--- src/rtl/pnl_pkg.sv ---
// Shared definitions for the PNL BRAM arbiter slice.
//   PNL_BRAM_ADDR_SIZE_NB   : default PNL BRAM address width
//   PNL_BRAM_DBITS_WIDTH_NB : default PNL BRAM data width
//   arb_state_t             : arbiter FSM states
package pnl_pkg;

  localparam int PNL_BRAM_ADDR_SIZE_NB   = 14;
  localparam int PNL_BRAM_DBITS_WIDTH_NB = 16;

  typedef enum logic [1:0] {
    IDLE  = 2'd0,
    OWNED = 2'd1,
    TURN  = 2'd2
  } arb_state_t;

endpackage

--- src/rtl/pnl_bram_arbiter_rr_pick.sv ---
// Combinational round-robin picker.
//   req   : request vector
//   ptr   : index where the search starts (wraps modulo NUM_REQ)
//   mask  : requesters that must not be picked (must-release flags)
//   found : at least one eligible requester
//   idx   : first eligible requester at or after ptr
module rr_pick
  import pnl_pkg::*;
#(
  parameter int NUM_REQ = 4,
  parameter int ID_W    = $clog2(NUM_REQ)
) (
  input  logic [NUM_REQ-1:0] req,
  input  logic [ID_W-1:0]    ptr,
  input  logic [NUM_REQ-1:0] mask,
  output logic               found,
  output logic [ID_W-1:0]    idx
);

  // One extra bit so ptr+i cannot overflow before the explicit wrap.
  localparam int SW = ID_W + 1;

  logic [NUM_REQ-1:0] elig;
  logic [SW-1:0]      cand;

  assign elig = req & ~mask;

  always_comb begin
    found = 1'b0;
    idx   = '0;
    cand  = '0;
    for (int i = 0; i < NUM_REQ; i++) begin
      cand = {1'b0, ptr} + SW'(i);
      if (cand >= SW'(NUM_REQ)) begin
        cand = cand - SW'(NUM_REQ);
      end
      if (!found && elig[cand[ID_W-1:0]]) begin
        found = 1'b1;
        idx   = cand[ID_W-1:0];
      end
    end
  end

endmodule

--- src/rtl/pnl_bram_arbiter.sv ---
// Round-robin lock arbiter for the single-port PNL BRAM.
//   clk, reset        : clock, synchronous active-high reset
//   req               : per-requester ownership request (held for the operation)
//   req_addr/din/we   : packed per-requester BRAM address, write data, write enable
//   grant, grant_id   : one-hot registered grant and owner index
//   busy              : port currently owned
//   PNL_BRAM_addr/din/we : muxed BRAM interface (zero when unowned)
//   timeout_err       : one-cycle pulse when the hold watchdog revokes a grant
//   timeout_id        : requester revoked at the most recent timeout
module pnl_bram_arbiter
  import pnl_pkg::*;
#(
  parameter int NUM_REQ  = 4,
  parameter int ADDR_W   = PNL_BRAM_ADDR_SIZE_NB,
  parameter int DATA_W   = PNL_BRAM_DBITS_WIDTH_NB,
  parameter int MAX_HOLD = 0
) (
  input  logic                        clk,
  input  logic                        reset,
  input  logic [NUM_REQ-1:0]          req,
  input  logic [NUM_REQ*ADDR_W-1:0]   req_addr,
  input  logic [NUM_REQ*DATA_W-1:0]   req_din,
  input  logic [NUM_REQ-1:0]          req_we,
  output logic [NUM_REQ-1:0]          grant,
  output logic [$clog2(NUM_REQ)-1:0]  grant_id,
  output logic                        busy,
  output logic [ADDR_W-1:0]           PNL_BRAM_addr,
  output logic [DATA_W-1:0]           PNL_BRAM_din,
  output logic                        PNL_BRAM_we,
  output logic                        timeout_err,
  output logic [$clog2(NUM_REQ)-1:0]  timeout_id
);

  localparam int ID_W   = $clog2(NUM_REQ);
  localparam int HOLD_W = (MAX_HOLD > 1) ? $clog2(MAX_HOLD) : 1;
  localparam logic [HOLD_W-1:0] HOLD_LIM = HOLD_W'((MAX_HOLD > 0) ? MAX_HOLD - 1 : 0);

  // Explicit compare-and-reset so non-power-of-2 NUM_REQ wraps correctly.
  function automatic logic [ID_W-1:0] next_id(input logic [ID_W-1:0] id);
    if (id == ID_W'(NUM_REQ - 1)) begin
      return '0;
    end
    return id + 1'b1;
  endfunction

  arb_state_t          state, state_n;
  logic [ID_W-1:0]     ptr, ptr_n;
  logic [NUM_REQ-1:0]  grant_n;
  logic [ID_W-1:0]     grant_id_n;
  logic                busy_n;
  logic [HOLD_W-1:0]   hold_cnt, hold_cnt_n;
  logic                timeout_err_n;
  logic [ID_W-1:0]     timeout_id_n;
  logic [NUM_REQ-1:0]  must_rel, must_rel_n;
  logic                pick_found;
  logic [ID_W-1:0]     pick_idx;

  rr_pick #(
    .NUM_REQ (NUM_REQ),
    .ID_W    (ID_W)
  ) u_rr_pick (
    .req   (req),
    .ptr   (ptr),
    .mask  (must_rel),
    .found (pick_found),
    .idx   (pick_idx)
  );

  always_comb begin
    state_n       = state;
    ptr_n         = ptr;
    grant_n       = grant;
    grant_id_n    = grant_id;
    busy_n        = busy;
    hold_cnt_n    = hold_cnt;
    timeout_err_n = 1'b0;
    timeout_id_n  = timeout_id;
    // A must-release flag clears once its requester has been seen low.
    must_rel_n    = must_rel & req;

    unique case (state)
      IDLE, TURN: begin
        if (pick_found) begin
          state_n    = OWNED;
          grant_n    = NUM_REQ'(1) << pick_idx;
          grant_id_n = pick_idx;
          busy_n     = 1'b1;
          hold_cnt_n = '0;
        end else begin
          state_n = IDLE;
          grant_n = '0;
          busy_n  = 1'b0;
        end
      end
      OWNED: begin
        if (!req[grant_id]) begin
          state_n = TURN;
          grant_n = '0;
          busy_n  = 1'b0;
          ptr_n   = next_id(grant_id);
        end else if ((MAX_HOLD > 0) && (hold_cnt == HOLD_LIM)) begin
          // Revoke a hung owner; it must drop req before it can win again.
          state_n              = TURN;
          grant_n              = '0;
          busy_n               = 1'b0;
          ptr_n                = next_id(grant_id);
          timeout_err_n        = 1'b1;
          timeout_id_n         = grant_id;
          must_rel_n[grant_id] = 1'b1;
        end else if ((MAX_HOLD > 0) && (hold_cnt != '1)) begin
          hold_cnt_n = hold_cnt + 1'b1;
        end
      end
      default: begin
        state_n = IDLE;
        grant_n = '0;
        busy_n  = 1'b0;
      end
    endcase
  end

  always_ff @(posedge clk) begin
    if (reset) begin
      state       <= IDLE;
      ptr         <= '0;
      grant       <= '0;
      grant_id    <= '0;
      busy        <= 1'b0;
      hold_cnt    <= '0;
      timeout_err <= 1'b0;
      timeout_id  <= '0;
      must_rel    <= '0;
    end else begin
      state       <= state_n;
      ptr         <= ptr_n;
      grant       <= grant_n;
      grant_id    <= grant_id_n;
      busy        <= busy_n;
      hold_cnt    <= hold_cnt_n;
      timeout_err <= timeout_err_n;
      timeout_id  <= timeout_id_n;
      must_rel    <= must_rel_n;
    end
  end

  logic [ADDR_W-1:0] addr_arr [NUM_REQ];
  logic [DATA_W-1:0] din_arr  [NUM_REQ];

  for (genvar g = 0; g < NUM_REQ; g++) begin : g_unpack
    assign addr_arr[g] = req_addr[g*ADDR_W +: ADDR_W];
    assign din_arr[g]  = req_din[g*DATA_W +: DATA_W];
  end

  // Outputs are zero whenever nobody owns the port (IDLE and the TURN gap).
  // Gating we with the owner's live req drops a write issued on release.
  assign PNL_BRAM_addr = busy ? addr_arr[grant_id] : '0;
  assign PNL_BRAM_din  = busy ? din_arr[grant_id]  : '0;
  assign PNL_BRAM_we   = busy & req[grant_id] & req_we[grant_id] & ~reset;

endmodule

--- config.mk ---
export PLATFORM = sky130hd
export DESIGN_NAME = pnl_bram_arbiter
export DESIGN_NICKNAME = d
export VERILOG_FILES = /design/src/rtl/pnl_pkg.sv /design/src/rtl/pnl_bram_arbiter_rr_pick.sv /design/src/rtl/pnl_bram_arbiter.sv
export SDC_FILE = /design/constraint.sdc
export NUM_CORES = 1
export LEC_CHECK = 0
export BUFFER_PORTS_ARGS = -buffer_cell sky130_fd_sc_hd__buf_2
export CORE_MARGIN = 1
export CORE_UTILIZATION = 38
export CTS_CLUSTER_DIAMETER = 40
export DETAILED_ROUTE_END_ITERATION = 8
export PLACE_DENSITY = 0.86
export SYNTH_ARGS = -nofsm -noshare
export SYNTH_HDL_FRONTEND = slang
export SYNTH_SLANG_ARGS = --single-unit
--- constraint.sdc ---
create_clock -name clk -period 3.4 [get_ports clk]
set_clock_uncertainty 0.1 [all_clocks]
set_input_delay 0 -clock clk [delete_from_list [all_inputs] [get_ports clk]]
set_output_delay 0 -clock clk [all_outputs]
set_load 0.005 [all_outputs]
* Yosys cells after proc, flatten, opt, wreduce, memory -nomap -nowiden *
Cells that the tools add are included.
Widths: inputs -> output; s select.

storage, ports and cells
  register bits after elaboration = 15
  input port bits = 130
  word-level logic and storage cells = 94

operators by class
  $add $sub $neg = 8
  order comparisons = 10
  equality and inequality tests = 4
  shifts and indexed selects = 1
  mux-type cells = 46
  bitwise operators = 9
  reduce and logical (&&, ||, !) cells = 10

operators by type and width
  cell                 number
  $mux 16              3
  $mux 14              3
  $bmux 16 s2          1
  $bmux 14 s2          1
  $mux 2               11
  $mux 1               16
  $lt 2x3->1 const B   5
  $bmux 1 s2           6
  $ge 3x3->1 const B   4
  $and 4x4->4          2
  $mux 4               2
  $pmux 4 s2           1
  $sub 2x1->2 const B  4
  $add 2x2->3 const B  2
  $eq 2x2->1 const B   2
  $not 4->4            1
  $pmux 2 s2           1
  $reduce_and 2->1     2
  $shl 1x2->4 const A  1
  $add 2x1->3 const B  1
  $and 1x1->1          3
  $ge 2x3->1 const B   1
  $logic_and 1x1->1    3
  $logic_not 1->1      3
  8 further kinds      9

* Longest topological paths before layout *
Gate-level depths: netlist (run 1).

  depth in word-level cells = 17
  gate-level depth with buffers = 5

* Hierarchy *
A second synthesis (run 1) with hierarchy kept.

second synthesis, totals
  cells, all modules = 154
  area, all modules = 1701.6 µm²

by module, submodules not included
  module            instances  cells an instance  area an instance (µm²)
  pnl_bram_arbiter  1          139                1577.8
  rr_pick           1          15                 123.9

* Worst setup path before layout (run 1) *
No wires, ideal clock.

  kind = register to register
  from = register grant_id[0]
  to = register ptr[0]
  setup time = 128 ps
  arrival = 1520 ps
  data required time = 3172 ps
  slack = 1653 ps
  cell stages (with the launch flop) = 6
  path buffers = 1
  cell sequence = dfxtp_1 -> buf_6 -> mux4_2 -> nor3b_4 -> mux2i_1 -> nor2_1

on the way
  cells in the longest elaborated chain, start to end = 5

ends and longest elaborated chain
  item                    line                     text
  from (decl)             pnl_bram_arbiter.sv:25   output logic [$clog2(NUM_REQ)-1:0] grant_id,
  from (signal assigned)  pnl_bram_arbiter.sv:137  grant_id <= grant_id_n;
  $eq 2x2->1              pnl_bram_arbiter.sv:40   if (id == ID_W'(NUM_REQ - 1)) begin
  $mux 1                  pnl_bram_arbiter.sv:40
  $mux 1                  pnl_bram_arbiter.sv:96   if (!req[grant_id]) begin
  $mux 1                  pnl_bram_arbiter.sv:81   unique case (state)
  $mux 2                  pnl_bram_arbiter.sv:43   return id + 1'b1;
  to (signal assigned)    pnl_bram_arbiter.sv:135  ptr <= ptr_n;
  to (decl)               pnl_bram_arbiter.sv:47   logic [ID_W-1:0] ptr, ptr_n;

Parallel ways exist; a longest one is shown, timed or not. The select of a mux whose other input is x is not followed.
A chain may end at the register's enable or synchronous reset.

* Final worst setup path (run 1) *
  from = register grant_id[0]
  to = output PNL_BRAM_we

on the way
  cells in the longest elaborated chain, start to end = 5

ends and longest elaborated chain
  item                          line                     text
  $bmux 1 s2                    pnl_bram_arbiter.sv:158  assign PNL_BRAM_we = busy & req[grant_id] & req_we[grant_id] & ~reset;
  $mux 1 (implied by the code)  pnl_bram_arbiter.sv:158
  $and 1x1->1                   pnl_bram_arbiter.sv:158
  $and 1x1->1 * (2 in a row)    pnl_bram_arbiter.sv:158
  to (decl)                     pnl_bram_arbiter.sv:29   output logic PNL_BRAM_we,

Mark *: on every way between the ends. The rest lies on a longest branch, timed or not. The select of a mux whose other input is x is not followed.

==> flow_summary_export.csv, run 1 <==
group,metric,value,unit
run_status,status,"complete, no violations",
critical_path,crit_path_end_kind,"primary output",
sta,hold_violations,0,
floorplanning,die_w,67.4,um
yosys,syn_inst,144,
critical_path,crit_slowest_cell,"mux4_2",
yosys,synth-seq-cells,14,
placed_design,globalplace.congestion,0.886,
global_route,grt_pass1_wl,8070,um
finish,multi_input_area,0.00127,mm^2
clocking,cts_buffers,3,
floorplanning,initial_utilization,40.0,%
clocking,htree_levels,1,
finish,area_delta_synth_final,60.4,%
placed_design,portBuffers,167,
route,drt_iter0_drc,56,
critical_path,cp_top_family,"buffers and inverters",
placed_design,placed_area,0.00247,mm^2
pwr,irDropWorstVdd,0.245,mV
yosys,yosys_warnings,0,
sta,drv_slew,0,
placed_design,place_ws,1.34,ns
finish,fillers,345,
clocking,root_buffer,"clkbuf_8",
critical_path,critPathMaxStageDelay,0.57,ns
sta,min_period_over_period,67.0,%
yosys,synthDistinctLibCells,31,
route,wl_per_cell,16.1,um
critical_path,cp_cell_sequence,"buf_4 -> mux4_2 -> and4b_1 -> buf_2",
sta,rsz0062_at_grt,"false",
yosys,seq_area_frac_synth,17.3,%
sta,tns,0,ns
floorplanning,die-area,0.00454,mm^2
clocking,cts_resized,0,
finish,nets,446,
finish,design_area,0.00260,mm^2
critical_path,cp_num_buf_inv,2,
global_route,grt_pass1_vias,1811,
global_route,grt_remaining_overflow,0,
clocking,cts_sinks,14,
critical_path,crit_type,"flop to primary output",
clocking,clock_path_buffers,2,
clocking,cts_setup_buffers,0,
route,vias,1894,
critical_path,r2r_setup_slack,1.46,ns
finish,regArea,282,um^2
route,ant_nets,0,
placed_design,dp_hpwl,4770,um
sta,layout_setup_ws,1.12,ns
pwr,power.leakage,0.00130,uW
critical_path,critPathRequiredTime,3.30,ns
pwr,powerDensity,241,mW/mm^2
route,first_pass_iters,4,
yosys,syn_area,0.00162,mm^2
worst_hold_path,min_from,"grant[0]",
floorplanning,die_h,67.4,um
yosys,syn-mean-instance-area,11.3,um^2
global_route,grtUsageTotal,23.7,%
sta,period_needed,2.28,ns
critical_path,crit_arrival,2.18,ns
worst_hold_path,hold_class,"flop to flop",
critical_path,startpoint,"grant_id[0]",
critical_path,r2r_start,"grant_id[0]",
sta,holdWs,0.380,ns
sta,max_freq,439,MHz
job,drv_cap,0,
floorplanning,rows,23,
route,drc_errors,0,
floorplanning,num_io_pins,171,
critical_path,r2r-end,"ptr[1]",
clocking,insertion_delay,0.25,ns
finish,num_antenna_cells,0,
critical_path,crit_cells,4,
critical_path,ff2ff_path_depth,4,
sta,setup_viol,0,
route,viasPerCell,5.22,
route,routed_wl,5840,um
critical_path,endpoint,"PNL_BRAM_we",
floorplanning,core_region_area,0.00406,mm^2
critical_path,cp_max_fo,25,
clocking,path_clk_slew,0.06,ns
global_route,grt_max_degree,35,
global_route,antenna_found_initial,0,
critical_path,cp-start-kind,"flop",
clocking,cts_tree,"yes",
finish,layout-drive-gt1-share,66.8,%
-- Yosys cell counts (all sizes together) --
cell type | count | area (um^2)
and4b | 1 | 10.0
nor3b | 2 | 26.3
buf | 8 | 53.8
conb | 1 | 3.75
o21a | 1 | 7.51
mux2i | 2 | 20.0
a32o | 4 | 40.0
ha | 1 | 12.5
o21bai | 1 | 7.51
nand2b | 4 | 25.0
nand2 | 8 | 30.0
nor2 | 8 | 30.0
clkbuf | 7 | 26.3
nor2b | 3 | 18.8
o311ai | 1 | 8.76
and3b | 1 | 8.76
inv | 1 | 3.75
a311oi | 1 | 8.76
and2 | 31 | 194
or3b | 1 | 8.76
dfxtp | 14 | 280
a21oi | 4 | 20.0
a41o | 1 | 10.0
o211a | 1 | 10.0
nand3b | 2 | 15.0
mux4 | 32 | 721
and4bb | 1 | 12.5
o21ai | 2 | 10.0
-- metal layers --
layer  track usage [%]  wire (um)
met2              45.3       3180
met4              6.91         97
met1              26.4       2140
met5                 0          0
met3              4.22        416
-- layout make-up --
type | count | share of cell area [%]
flip-flops and latches | 14 | 10.8
repair buffers | 179 | 36.4
inverters | 1 | 0.144
multi-input cells | 116 | 48.6
clock buffers | 3 | 1.59
well taps | 50 | 2.40
-- worst reg2reg max path: cells and delay by family, from the launching register on --
kind,cells,cell delay [ns]
DFF,1,0.54
and+or+nand+nor,2,0.31
muxes,2,0.86
-- sequential cells by signal (all words and copies together) (netlist names) --
name / count
state: 2
grant_id: 2
must_rel: 4
ptr: 2
grant: 4
-- layout by cell type (no fill, tap or decap) --
master and count:
buf_2 167, mux4_2 32, and2_1 31, dfxtp_1 13
dlygate4sd3_1 9, nand2_1 8, nor2_1 8, nand2b_1 4
a21oi_1 4, a32o_1 4, nor2b_1 3, conb_1 3
clkbuf_8 3, buf_4 3, o21ai_0 2, nand3b_1 2
mux2i_1 2, and4b_1 1, or3b_2 1, o211a_1 1
inv_1 1, nor3b_1 1, a311oi_1 1, a41o_1 1
nor3b_4 1, o21bai_1 1, and3b_1 1, o311ai_1 1
and4bb_2 1, o21a_1 1, ha_1 1, dfxtp_2 1
-- report_power, final --
part / leakage (uW) / switching (uW) / internal [uW]
clock network: 0.0000216 / 60.9 / 78.6
registers: 0.000114 / 13.6 / 173
logic: 0.00116 / 113 / 188
-- through the flow --
stage	power [uW]	util (%)	instances
5_1_grt	666	64.2	363
6_report	627	64.2	363
2_1_floorplan	358	-	146
3_3_place_gp	475	60.9	351
3_5_place_dp	488	60.9	351
4_1_cts	631	64.2	363
-- what timing repair did --
item	4_1_cts	5_1_grt
hold buffers	9	0
setup endpoints to repair	0	0
endpoints found under the hold margin	9	0
-- worst min-delay path by stage --
stage / end / slack [ns] / cells past startpoint
after CTS: grant[3] / 0.38 / 1
after floorplan: must_rel[1] / 0.02 / 2
after detailed placement: must_rel[3] / 0.17 / 3
final: grant[0] / 0.38 / 1
after global routing: grant[1] / 0.40 / 1
after global placement: must_rel[0] / 0.16 / 3
-- kinds of logic after synthesis --
family	Yosys count	share of synthesized area (%)
flops	14	17.3
compound gates	16	7.56
other cells	1	0.231
fa+ha+maj	1	0.771
buf+inv	16	5.17
mux	34	45.6
simple gates	62	23.4
Power figures use the tool's default switching activity.
==> run 2: changes to the inputs <==
- ABC_AREA: default -> 1
- PLACE_DENSITY: 0.86 -> 0.81
- clock period: 3.4 -> 2.2 ns (I/O delays scaled with it)
==> flow_summary_export.csv, run 2 <==
group,metric,value,unit
finish,final_core_util,59.0,%
global_route,antenna_found_initial,0,
placed_design,globalplace.congestion,0.854,
global_route,top_usage_layer,"met2",
sta,hold_violations,3,
yosys,yosys-top-cells-count,"132 x nor2_1, 53 x o21ai_0, 42 x a21oi_1",
critical_path,crit_path_end_kind,"primary output",
yosys,syn_area,0.00191,mm^2
yosys,seq_area_frac_synth,14.7,%
sta,worst_pin_slew,0.663,ns
yosys,synth_edf_count,0,
clocking,cts_sinks,14,
route,wl_per_cell,13.0,um
finish,layout_commonest_cell,"buf_2",
floorplanning,initial_utilization,39.9,%
clocking,path_clk_slew,0.05,ns
sta,holdWs,-0.00233,ns
yosys,synth-seq-cells,14,
placed_design,portBuffers,167,
clocking,cts_setup_buffers,0,
finish,area_delta_synth_final,47.8,%
run_status,status,"finished with violations",
finish,nets,656,
yosys,synthDistinctLibCells,25,
clocking,root_buffer,"clkbuf_8",
route,drt_iter0_drc,148,
sta,period_needed,1.99,ns
route,drc_errors,0,
pwr,power.leakage,0.00152,uW
global_route,use_met2,50.6,%
route,vias,3017,
sta,max-slew-margin-rel,55.7,%
critical_path,cp_max_fo,40,
sta,tns,0,ns
finish,num_antenna_cells,0,
sta,rsz0062_at_grt,"false",
placed_design,dp_hpwl,5930,um
pwr,irDropWorstVdd,0.568,mV
clocking,cts_tree,"yes",
global_route,grt_remaining_overflow,0,
global_route,grtUsageMet3,3.73,%
floorplanning,die_h,72.9,um
pwr,power,2510,uW
global_route,gr-usage-met1,29.0,%
floorplanning,core_region_area,0.00479,mm^2
yosys,synth.area.top_cells,"nor2_1 26%, dfxtp_1 15%, o21ai_0 14%",
critical_path,cp-start-kind,"flop",
clocking,htree_levels,1,
yosys,syn-mean-instance-area,5.16,um^2
job,drv_cap,0,
sta,setup_viol,0,
sta,min_period_over_period,90.7,%
route,first_pass_iters,5,
yosys,syn_inst,370,
yosys,ys.flop_type,"dfxtp_1",
finish,layout-drive-gt1-share,38.2,%
run_status,violations,"hold timing",
worst_hold_path,hold_class,"input port to flop",
floorplanning,die_w,72.9,um
route,viasPerCell,5.11,
yosys,yosys.area.top_type,"nor2_1",
yosys,synth_top_area_share,26.0,%
global_route,grtUsageTotal,26.8,%
floorplanning,die-area,0.00531,mm^2
sta,drv_slew,0,
yosys,synth-async-reset-ratio,0,%
global_route,grt_max_degree,41,
critical_path,critPathRequiredTime,2.10,ns
pwr,powerDensity,891,mW/mm^2
yosys,yosysMostFrequentCell,"nor2_1",
finish,reg.largest.list,"grant: 4 flops, must_rel: 4 flops",
route,routed_wl,7650,um
global_route,grt_pass1_wl,11200,um
floorplanning,num_io_pins,171,
route,ant_nets,0,
clocking,cts_buffers,3,
global_route,grt_pass1_vias,2653,
critical_path,crit_type,"flop to primary output",
yosys,yosys_warnings,0,
clocking,insertion_delay,0.25,ns
floorplanning,rows,25,
clocking,clock_path_buffers,2,
finish,final_cell_mix,"167 x buf_2, 132 x nor2_1, 53 x o21ai_0",
sta,max_freq,501,MHz
critical_path,crit_arrival,1.89,ns
[run 2: cell types whose count changed in the layout (fill, tap and decap cells not counted), moves of 8 or more]
cell	delta
nor2_1	+124
nand3_1	+10
a21oi_1	+38
nand2_1	+31
mux4_2	-32
nand3_2	+8
o21ai_0	+51
o21ai_1	+11
and2_1	-31
[run 2: path summary, 6_finish.rpt]
path	startpoint	endpoint	slack, ns	cells past startpoint
max	grant_id[0]	PNL_BRAM_din[3]	0.21	5
min reg2reg	must_rel[1]	must_rel[1]	0.33	2
min	reset	must_rel[3]	-0.002	2
max reg2reg	ptr[0]	grant[1]	0.37	10
[run 2: report_power, final]
group	switching [uW]	internal, uW	total, uW
logic	1160	719	1880
clock network	93.7	122	215
registers	106	313	419
total	1360	1150	2510
[run 2: through the flow]
stage          worst slack, ns  area, um^2  instances
5_1_grt                 0.0465        2820        590
4_1_cts                  0.212        2820        590
3_3_place_gp             0.520        2740        583
6_report                 0.205        2820        590
3_5_place_dp             0.460        2740        583
2_1_floorplan            0.830        1920        372
[run 2: area by class of cell]
cell class / instances / area, um^2
Inverter: 14 / 60.1
Timing Repair Buffer: 176 / 913
Fill cell: 507 / 1960
Clock buffer: 3 / 41.3
Multi-Input combinational cell: 316 / 1440
Sequential cell: 14 / 282
Tap cell: 67 / 83.8
[run 2: kinds of logic (layout without fill, tap and decap cells)]
group	Yosys count	in the layout	synth area share, %
simple gates	204	204	45.3
compound gates	108	108	29.0
buf+inv	42	193	10.2
flops	14	14	14.7
fa+ha+maj	1	1	0.655
other cells	1	3	0.196
[run 2: worst max-delay path, stage by stage (launching register included)]
cell and delay (ns):
dfxtp_2 0.58, inv_2 0.24, buf_4 0.30, o21ai_0 0.27, a21oi_1 0.10, buf_2 0.16
[run 2: what timing repair did]
action | 4_1_cts | 5_1_grt
resized for setup | 0 | 0
setup endpoints to repair | 0 | 0
hold endpoints to repair | 4 | 0
hold buffers | 4 | 0
[run 2: per-layer routing]
layer | share of wire (%) | vias to the layer above
li1 | - | 1513
met1 | 38 | 1353
met2 | 52 | 128
met3 | 6.8 | 23
met4 | 2.8 | 0
met5 | 0 | -
